$ cat src/rtl/ram_bist.sv
// ram_bist: write-then-read RAM self test over an inclusive address range, one bus access at a time.
// Latency: first strobe the cycle after start; done_o at 2N(L+1)+1 cycles after start for bus latency L.
// Backpressure: each access holds addr/data/we until bus_done_i; abort waits for any outstanding access.
module ram_bist #(
  parameter int DATA_WIDTH = 8,
  parameter int ADDR_WIDTH = 17,
  parameter int ERR_WIDTH  = 16
) (
  input  logic                  clock_i,
  input  logic                  reset_i,
  input  logic                  start_i,
  input  logic                  abort_i,
  input  logic [1:0]            mode_i,
  input  logic [DATA_WIDTH-1:0] pattern_i,
  input  logic [ADDR_WIDTH-1:0] first_addr_i,
  input  logic [ADDR_WIDTH-1:0] last_addr_i,
  output logic [ADDR_WIDTH-1:0] bus_addr_o,
  output logic [DATA_WIDTH-1:0] bus_data_o,
  output logic                  bus_we_o,
  output logic                  bus_strobe_o,
  input  logic                  bus_done_i,
  input  logic [DATA_WIDTH-1:0] bus_data_i,
  output logic                  busy_o,
  output logic                  done_o,
  output logic                  pass_o,
  output logic                  aborted_o,
  output logic                  range_error_o,
  output logic [ERR_WIDTH-1:0]  error_count_o,
  output logic [ADDR_WIDTH-1:0] fail_addr_o,
  output logic [DATA_WIDTH-1:0] fail_expected_o,
  output logic [DATA_WIDTH-1:0] fail_actual_o
);

  typedef enum logic [2:0] {IDLE, WR_REQ, WR_WAIT, RD_REQ, RD_WAIT, FINISH} state_t;

  typedef struct packed {
    logic [1:0]            mode;
    logic [DATA_WIDTH-1:0] pattern;
    logic [ADDR_WIDTH-1:0] first;
    logic [ADDR_WIDTH-1:0] last;
  } cfg_t;

  localparam logic [DATA_WIDTH-1:0] BIT_IDX_MASK = DATA_WIDTH'(DATA_WIDTH - 1);

  state_t state;
  cfg_t   cfg;
  logic   abort_pend;

  logic                  mismatch;
  logic                  abort_hit;
  logic                  at_last;
  logic [ERR_WIDTH-1:0]  err_next;
  logic [ADDR_WIDTH-1:0] addr_inc;

  function automatic logic [DATA_WIDTH-1:0] exp_data(input logic [1:0]            mode,
                                                     input logic [DATA_WIDTH-1:0] pat,
                                                     input logic [ADDR_WIDTH-1:0] a);
    logic [DATA_WIDTH-1:0] a_lo;
    a_lo = DATA_WIDTH'(a);
    case (mode)
      2'd0:    exp_data = pat;
      2'd1:    exp_data = a_lo ^ pat;
      2'd2:    exp_data = DATA_WIDTH'(1) << (a_lo & BIT_IDX_MASK);
      default: exp_data = a[0] ? ~pat : pat;
    endcase
  endfunction

  // bus_data_o always carries exp(bus_addr_o), so reads compare against it directly.
  always_comb begin
    mismatch  = (state == RD_WAIT) && bus_done_i && (bus_data_i != bus_data_o);
    err_next  = error_count_o;
    if (mismatch && (error_count_o != '1)) err_next = error_count_o + ERR_WIDTH'(1);
    abort_hit = abort_pend || abort_i;
    at_last   = (bus_addr_o == cfg.last);
    addr_inc  = bus_addr_o + ADDR_WIDTH'(1);
  end

  always_ff @(posedge clock_i) begin
    if (reset_i) begin
      state           <= IDLE;
      cfg             <= '0;
      abort_pend      <= 1'b0;
      bus_addr_o      <= '0;
      bus_data_o      <= '0;
      bus_we_o        <= 1'b0;
      bus_strobe_o    <= 1'b0;
      busy_o          <= 1'b0;
      done_o          <= 1'b0;
      pass_o          <= 1'b0;
      aborted_o       <= 1'b0;
      range_error_o   <= 1'b0;
      error_count_o   <= '0;
      fail_addr_o     <= '0;
      fail_expected_o <= '0;
      fail_actual_o   <= '0;
    end else begin
      case (state)
        IDLE: begin
          done_o <= 1'b0;
          if (start_i) begin
            cfg             <= '{mode: mode_i, pattern: pattern_i, first: first_addr_i, last: last_addr_i};
            abort_pend      <= 1'b0;
            busy_o          <= 1'b1;
            pass_o          <= 1'b0;
            aborted_o       <= 1'b0;
            error_count_o   <= '0;
            fail_addr_o     <= '0;
            fail_expected_o <= '0;
            fail_actual_o   <= '0;
            if (first_addr_i > last_addr_i) begin
              range_error_o <= 1'b1;
              state         <= FINISH;
            end else begin
              range_error_o <= 1'b0;
              bus_addr_o    <= first_addr_i;
              bus_data_o    <= exp_data(mode_i, pattern_i, first_addr_i);
              bus_we_o      <= 1'b1;
              bus_strobe_o  <= 1'b1;
              state         <= WR_REQ;
            end
          end
        end
        WR_REQ, RD_REQ: begin
          bus_strobe_o <= 1'b0;
          if (abort_i) abort_pend <= 1'b1;
          state <= (state == WR_REQ) ? WR_WAIT : RD_WAIT;
        end
        WR_WAIT, RD_WAIT: begin
          if (!bus_done_i) begin
            if (abort_i) abort_pend <= 1'b1;
          end else begin
            if (state == RD_WAIT) begin
              error_count_o <= err_next;
              if (mismatch && (error_count_o == '0)) begin
                fail_addr_o     <= bus_addr_o;
                fail_expected_o <= bus_data_o;
                fail_actual_o   <= bus_data_i;
              end
            end
            // Abort and end-of-read-pass both finish here, before any new strobe.
            if (abort_hit || (at_last && state == RD_WAIT)) begin
              state     <= FINISH;
              done_o    <= 1'b1;
              busy_o    <= 1'b0;
              aborted_o <= abort_hit;
              pass_o    <= !abort_hit && (err_next == '0);
            end else if (at_last) begin
              bus_addr_o   <= cfg.first;
              bus_data_o   <= exp_data(cfg.mode, cfg.pattern, cfg.first);
              bus_we_o     <= 1'b0;
              bus_strobe_o <= 1'b1;
              state        <= RD_REQ;
            end else begin
              bus_addr_o   <= addr_inc;
              bus_data_o   <= exp_data(cfg.mode, cfg.pattern, addr_inc);
              bus_strobe_o <= 1'b1;
              state        <= (state == WR_WAIT) ? WR_REQ : RD_REQ;
            end
          end
        end
        FINISH: begin
          if (done_o) begin
            done_o <= 1'b0;
            state  <= IDLE;
          end else begin
            // Range-error path arrives here without a pulse and takes one extra cycle.
            done_o <= 1'b1;
            busy_o <= 1'b0;
            pass_o <= (error_count_o == '0) && !aborted_o && !range_error_o;
          end
        end
        default: state <= IDLE;
      endcase
    end
  end

endmodule

$ cat config.mk
export PLATFORM = sky130hd
export DESIGN_NAME = ram_bist
export DESIGN_NICKNAME = d
export VERILOG_FILES = /design/src/rtl/ram_bist.sv
export SDC_FILE = /design/constraint.sdc
export NUM_CORES = 1
export LEC_CHECK = 0
export ABC_AREA = 1
export CORE_AREA = 2 2 133 135
export CTS_CLUSTER_DIAMETER = 200
export DETAILED_ROUTE_END_ITERATION = 16
export DIE_AREA = 0 0 135 137
export PLACE_DENSITY = 0.84
export SLEW_MARGIN = 20
export SYNTH_ARGS = -nofsm -noshare
export SYNTH_HDL_FRONTEND = slang
export SYNTH_SLANG_ARGS = --single-unit
$ cat constraint.sdc
create_clock -name clock_i -period 2.6 [get_ports clock_i]
set_input_delay 0.78 -clock clock_i [delete_from_list [all_inputs] [get_ports clock_i]]
set_output_delay 0.78 -clock clock_i [all_outputs]
set_load 0.01 [all_outputs]
== Word level (Yosys, flattened, before mapping) ==
Cells that the tools add are included.

* Output and inout bits: 81
* Bits of input ports: 57
* Word-level logic and storage cells: 163
* Bits in registers: 129

* Bitwise logic cells: 5
* $lt $le $gt $ge: 1
* Shift operators: 3
* Multiplexer cells: 76
* Eq/ne operators: 23
* Reduce and logical (&&, ||, !) cells: 34
* $add $sub $neg: 2

{| class="wikitable"
|+ Operators by type and width
! kind !! count
|-
| 17-bit two-way mux || 9
|-
| 8-bit two-way mux || 15
|-
| 8-bit one-hot mux with 3 select lines || 3
|-
| 17-bit one-hot mux with 2 select lines || 2
|-
| 16-bit two-way mux || 4
|-
| 8-bit one-hot mux with 2 select lines || 3
|-
| 16-bit zero test || 2
|-
| 16-bit one-hot mux with 2 select lines || 1
|-
| 1-bit by 3-bit left shift with 8-bit output (first input constant) || 3
|-
| 8-bit bitwise XOR || 3
|-
| 1-bit two-way mux || 23
|-
| 2-bit != test (second input constant) || 11
|-
| 5-bit AND reduction || 4
|-
| 3-bit two-way mux || 6
|-
| 17-bit by 1-bit adder with 17-bit output (second input constant) || 1
|-
| 17-bit equality test || 1
|-
| 17-bit greater-than comparator || 1
|-
| 16-bit by 1-bit adder with 16-bit output (second input constant) || 1
|-
| 16-bit != test (second input constant) || 1
|-
| 8-bit NOT || 2
|-
| 1-bit one-hot mux with 3 select lines || 5
|-
| 3-bit one-hot mux with 4 select lines || 1
|-
| 3-bit AND reduction || 3
|-
| 1-bit logical AND || 8
|-
| other kinds (18) || 31
|}

== Longest topological paths before layout ==
* Depth in word-level cells: 10
* Gate-level depth with buffers: 18
* Gate-level depth less buffers: 17

== Worst setup path before layout ==
OpenSTA, ideal clock, no wires.

* Path type: input port to flip-flop
* From: input port last_addr_i[2]
* To: register bus_addr_o[1]
* Stages: 17
* Data required time: 2485 ps
* Data arrival time: 2324 ps
* Setup time: 115 ps
* Slack: 161 ps
* Buffers on the path: 1
* Path through: inv_1 -> ha_1 -> nand2_1 -> inv_1 -> o21ai_0 -> nand2_1 -> nand2_1 -> nand3_1 -> nand2_1 -> nand3_1 -> nand3_1 -> nand2_1 -> inv_1 -> clkbuf_1 -> nand3_1 -> nand2_1 -> nor2_1

* Longest elaborated chain between the ends: 3

{| class="wikitable"
|+ Ends and longest elaborated chain
! element !! line !! text
|-
| start: declaration || 16 || <nowiki>input logic [ADDR_WIDTH-1:0] last_addr_i,</nowiki>
|-
| 17-bit greater-than comparator || 110 || <nowiki>if (first_addr_i > last_addr_i) begin</nowiki>
|-
| 2-bit != test (no line) || - ||
|-
| 5-bit AND reduction (no line) || - ||
|-
| end signal: assignment || 115 || <nowiki>bus_addr_o <= first_addr_i;</nowiki>
|-
| end signal: assignment || 148 || <nowiki>bus_addr_o <= cfg.first;</nowiki>
|-
| end signal: assignment || 154 || <nowiki>bus_addr_o <= addr_inc;</nowiki>
|-
| end: declaration || 17 || <nowiki>output logic [ADDR_WIDTH-1:0] bus_addr_o,</nowiki>
|}

No other way between the ends.
A chain may end at the register's enable or synchronous reset.

== Final worst setup path ==
* From: input port last_addr_i[3]
* To: register bus_data_o[3]

* Longest elaborated chain between the ends: 3

{| class="wikitable"
|+ Ends and longest elaborated chain
! element !! line !! text
|-
| 17-bit greater-than comparator || 110 ||
|-
| 2-bit != test (no line) || - ||
|-
| 5-bit AND reduction (no line) || - ||
|-
| end signal: assignment || 116 || <nowiki>bus_data_o <= exp_data(mode_i, pattern_i, first_addr_i);</nowiki>
|-
| end signal: assignment || 149 || <nowiki>bus_data_o <= exp_data(cfg.mode, cfg.pattern, cfg.first);</nowiki>
|-
| end signal: assignment || 155 || <nowiki>bus_data_o <= exp_data(cfg.mode, cfg.pattern, addr_inc);</nowiki>
|-
| end: declaration || 18 || <nowiki>output logic [DATA_WIDTH-1:0] bus_data_o,</nowiki>
|}

No other way between the ends.

==> results.md <==
* Final ANT Viol Nets at 0
* Drt total wl at 28.7 mm
* Final Non-Filler Cells at 1780
* Critical path required time at 2.92 ns
* RSZ-0062 raised after global routing: true
* Worst hold slack at 0.454 ns
* Row count at 48
* Final Skew at 0.00786 ns
* CTS tree: done
* Ports at 138
* Clock sink count at 129
* Grt total ovfl at 0
* Post-layout util at 0.679
* Post-synth EDFFs at 0
* Synthesized flop and latch total at 129
* Sequential cell area fraction in the yosys report at 0.308
* Clk slew on worst S/H paths at 0.06 ns
* Multi-input gate area at 5170 µm²
* Main synth FF type: dfxtp_1
* Fin crit share at 0.986
* PD cells at 1010 nW/µm²
* Placed cell area at 10800 µm²
* Max clock buf depth at 2
* Critical path class: input pin to flop
* Max Transition Viols Final at 0
* Router iterations before antenna repair at 5
* Reg-to-Reg Start: bus_addr_o[13]$_SDFFE_PP0P_
* Die H at 137 µm
* R2r worst-path depth at 9
* Global-route wire length before repair at 44.3 mm
* RD Place Congestion at 0.973
* Final Hold Fails at 0
* Worst hold start: cfg[32]$_SDFFE_PP0P_
* Antenna Cells at 0
* Iteration-0 DRC Markers at 873
* Die Wd at 135 µm
* Maximum vdd drop at 0.742 mV
* Seq. cell area at 2580 µm²
* R2R setup slack at 0.27 ns
* Hold crit path type: flop to flop
* Worst-Skew Late Latency at 0.43 ns
* Root Buffer: clkbuf_16
* Cell total after placement at 1744
* CP max FO at 5
* Synthesis-to-finish area growth at 38.1%
* DR DRC count at 0
* Ys async rst share at 0
* Placeable Area at 17100 µm²
* Worst-margin pin slew at 0.759 ns
* Overall routing resource usage at 0.301
* Leading cell type in the layout, fill and taps excluded: nand2_1
* Final setup violation count at 0
* Max Fclk at 0.390 GHz
* Arrival @ worst endpoint at 2.88 ns
* Cts hold-fix bufs at 0
* Max-cap violation count at 0
* Via density at 5.53
* Final Cell Area at 11600 µm²
* Count of input and output buffers at 137
* Worst R2R End: bus_addr_o[0]$_SDFFE_PP0P_
* Hold Path Sink: cfg[32]$_SDFFE_PP0P_
* CP Capture Type: flop
* Wire length per cell at 16.1 µm
* Leak at 0.00497 µW
* Syn Inst Count at 1325
* Clock period minus worst slack at 2.56 ns
* Vias in the first global route at 8908
* Pin count of the biggest net entering global routing at 68
* Final #Nets at 1623
* Fill cell count at 1442
* CTS H-tree depth at 4
* Initial antenna violation count at 0
* Synth Cell Area at 8380 µm²
* Via Count at 9851
* Yosys top cell area share at 0.308
* Synth area leaders: dfxtp_1 31%, nand2_1 16%, a21oi_1 8.8%
* Final setup TNS at 0 ns
* Yosys cell types at 44
* Most frequent cells in the layout: 349 x nand2_1, 145 x a21oi_1, 134 x nor2_1
* Die Area at 18500 µm²
* WHS Path Cells at 2
* Slew margin rel. at 0.494
* YS warnings at 0
* Syn Area/Cell at 6.33 µm²
* Hpwl dp at 20.8 mm
* Clock buffer count from CTS at 17
* Startpoint types: input pin
* Top cell type by total area after synthesis: dfxtp_1
* Fraction of layout cells with a size suffix above 1 at 0.141
* Status: complete, no violations
* Syn_nets at 1406
* Effective utilization at floorplan at 0.492
## cell type report
class                   instances  area share
clock inverters                13     0.00897
flip-flops and latches        129       0.223
inverters                     127      0.0414
clock buffers                  19      0.0391
repair buffers                268       0.216
well taps                     225      0.0243
multi-input cells             999       0.447
## how the worst max path moves through the flow
stage                    startpoint  cells past startpoint                           to  slack (ns)
CTS                  last_addr_i[4]                     17   bus_data_o[2]$_SDFFE_PP0P_       0.007
finish               last_addr_i[3]                     17   bus_data_o[3]$_SDFFE_PP0P_        0.04
detailed placement  last_addr_i[10]                     16  bus_addr_o[11]$_SDFFE_PP0P_       -0.49
floorplan            last_addr_i[2]                     17   bus_addr_o[1]$_SDFFE_PP0P_        0.16
global placement     last_addr_i[2]                     18   bus_data_o[5]$_SDFFE_PP0P_       -0.36
global route         last_addr_i[3]                     15   bus_data_o[5]$_SDFFE_PP0P_       -0.07
## flip-flops by register name (all words and copies together), names as in the netlist, 3 cells and up
name,flops
bus_addr_o,17
bus_data_o,8
cfg,44
error_count_o,16
fail_actual_o,8
fail_addr_o,17
fail_expected_o,8
state,3
## cells in the mapped netlist, types with 2 or more instances
cell       number
or2_2           7
buf_4           3
buf_6           4
a32o_1          2
nor4_1          5
xor2_1         26
clkinv_1        5
xnor2_1        28
o2111ai_1       5
o21bai_1        3
nand2_1       353
inv_1         116
nor2_2          4
ha_1           24
buf_2          18
a21oi_1       148
dfxtp_1       129
nor3_1          9
nand2_2         2
nand3_1       114
a31oi_1         6
a311oi_1        2
nor2_1        136
nand4_1        28
o211ai_1        3
nand3b_1        3
buf_1           9
o21ai_0        75
clkbuf_1       36
inv_2           6
nor3_4          3
## layer usage
layer	vias up	track usage	share of wire
met2	484	0.505	0.47
li1	4771	-	-
met3	80	0.0630	0.084
met1	4516	0.376	0.41
met4	0	0.128	0.037
met5	-	0	0
## critical path, cell delays in order
cell and delay (ns):
clkdlybuf4s50_1 0.46, inv_1 0.08, ha_4 0.27, nand2_2 0.04
inv_2 0.08, nand3_4 0.10, nor3_4 0.20, nand3b_1 0.13
nand3_2 0.09, nand3_2 0.10, nand2_2 0.09, inv_4 0.06
nand2_8 0.10, clkbuf_16 0.15, nand2_1 0.05, nand2_1 0.05
nor2_1 0.04
## logic make-up (layout without fill, tap and decap cells)
group | count (synthesis) | count (layout) | synth area share
AND/OR/NAND/NOR | 668 | 668 | 0.341
AO/OA/AOI/OAI | 253 | 253 | 0.163
buffers and inverters | 197 | 427 | 0.0958
flip-flops | 129 | 129 | 0.308
adder cells (fa/ha/maj) | 24 | 24 | 0.0358
XOR/XNOR | 54 | 54 | 0.0564
## repair_timing
action | in CTS | in global routing
resized for setup | 1 | 37
hold endpoints to repair | 0 | 0
cloned | 0 | 3
endpoints found under the setup margin | 22 | 29
setup buffers | 0 | 1
pin swaps | 0 | 12
## stage by stage
step                setup WS (ns)  total power (µW)
finish                     0.0364             11700
detailed placement         -0.489              8990
global placement           -0.361              8860
floorplan                   0.161              6630
global route              -0.0729             12400
CTS                       0.00712             11300
## report_power, final
| group | internal, µW | total [µW] | switching [µW] |
|---|---|---|---|
| Sequential | 2430 | 2910 | 481 |
| Clock | 1280 | 2270 | 983 |
| Combinational | 2690 | 6540 | 3840 |
| Total | 6410 | 11700 | 5310 |
No activity file was read; power rests on OpenSTA's default activity.
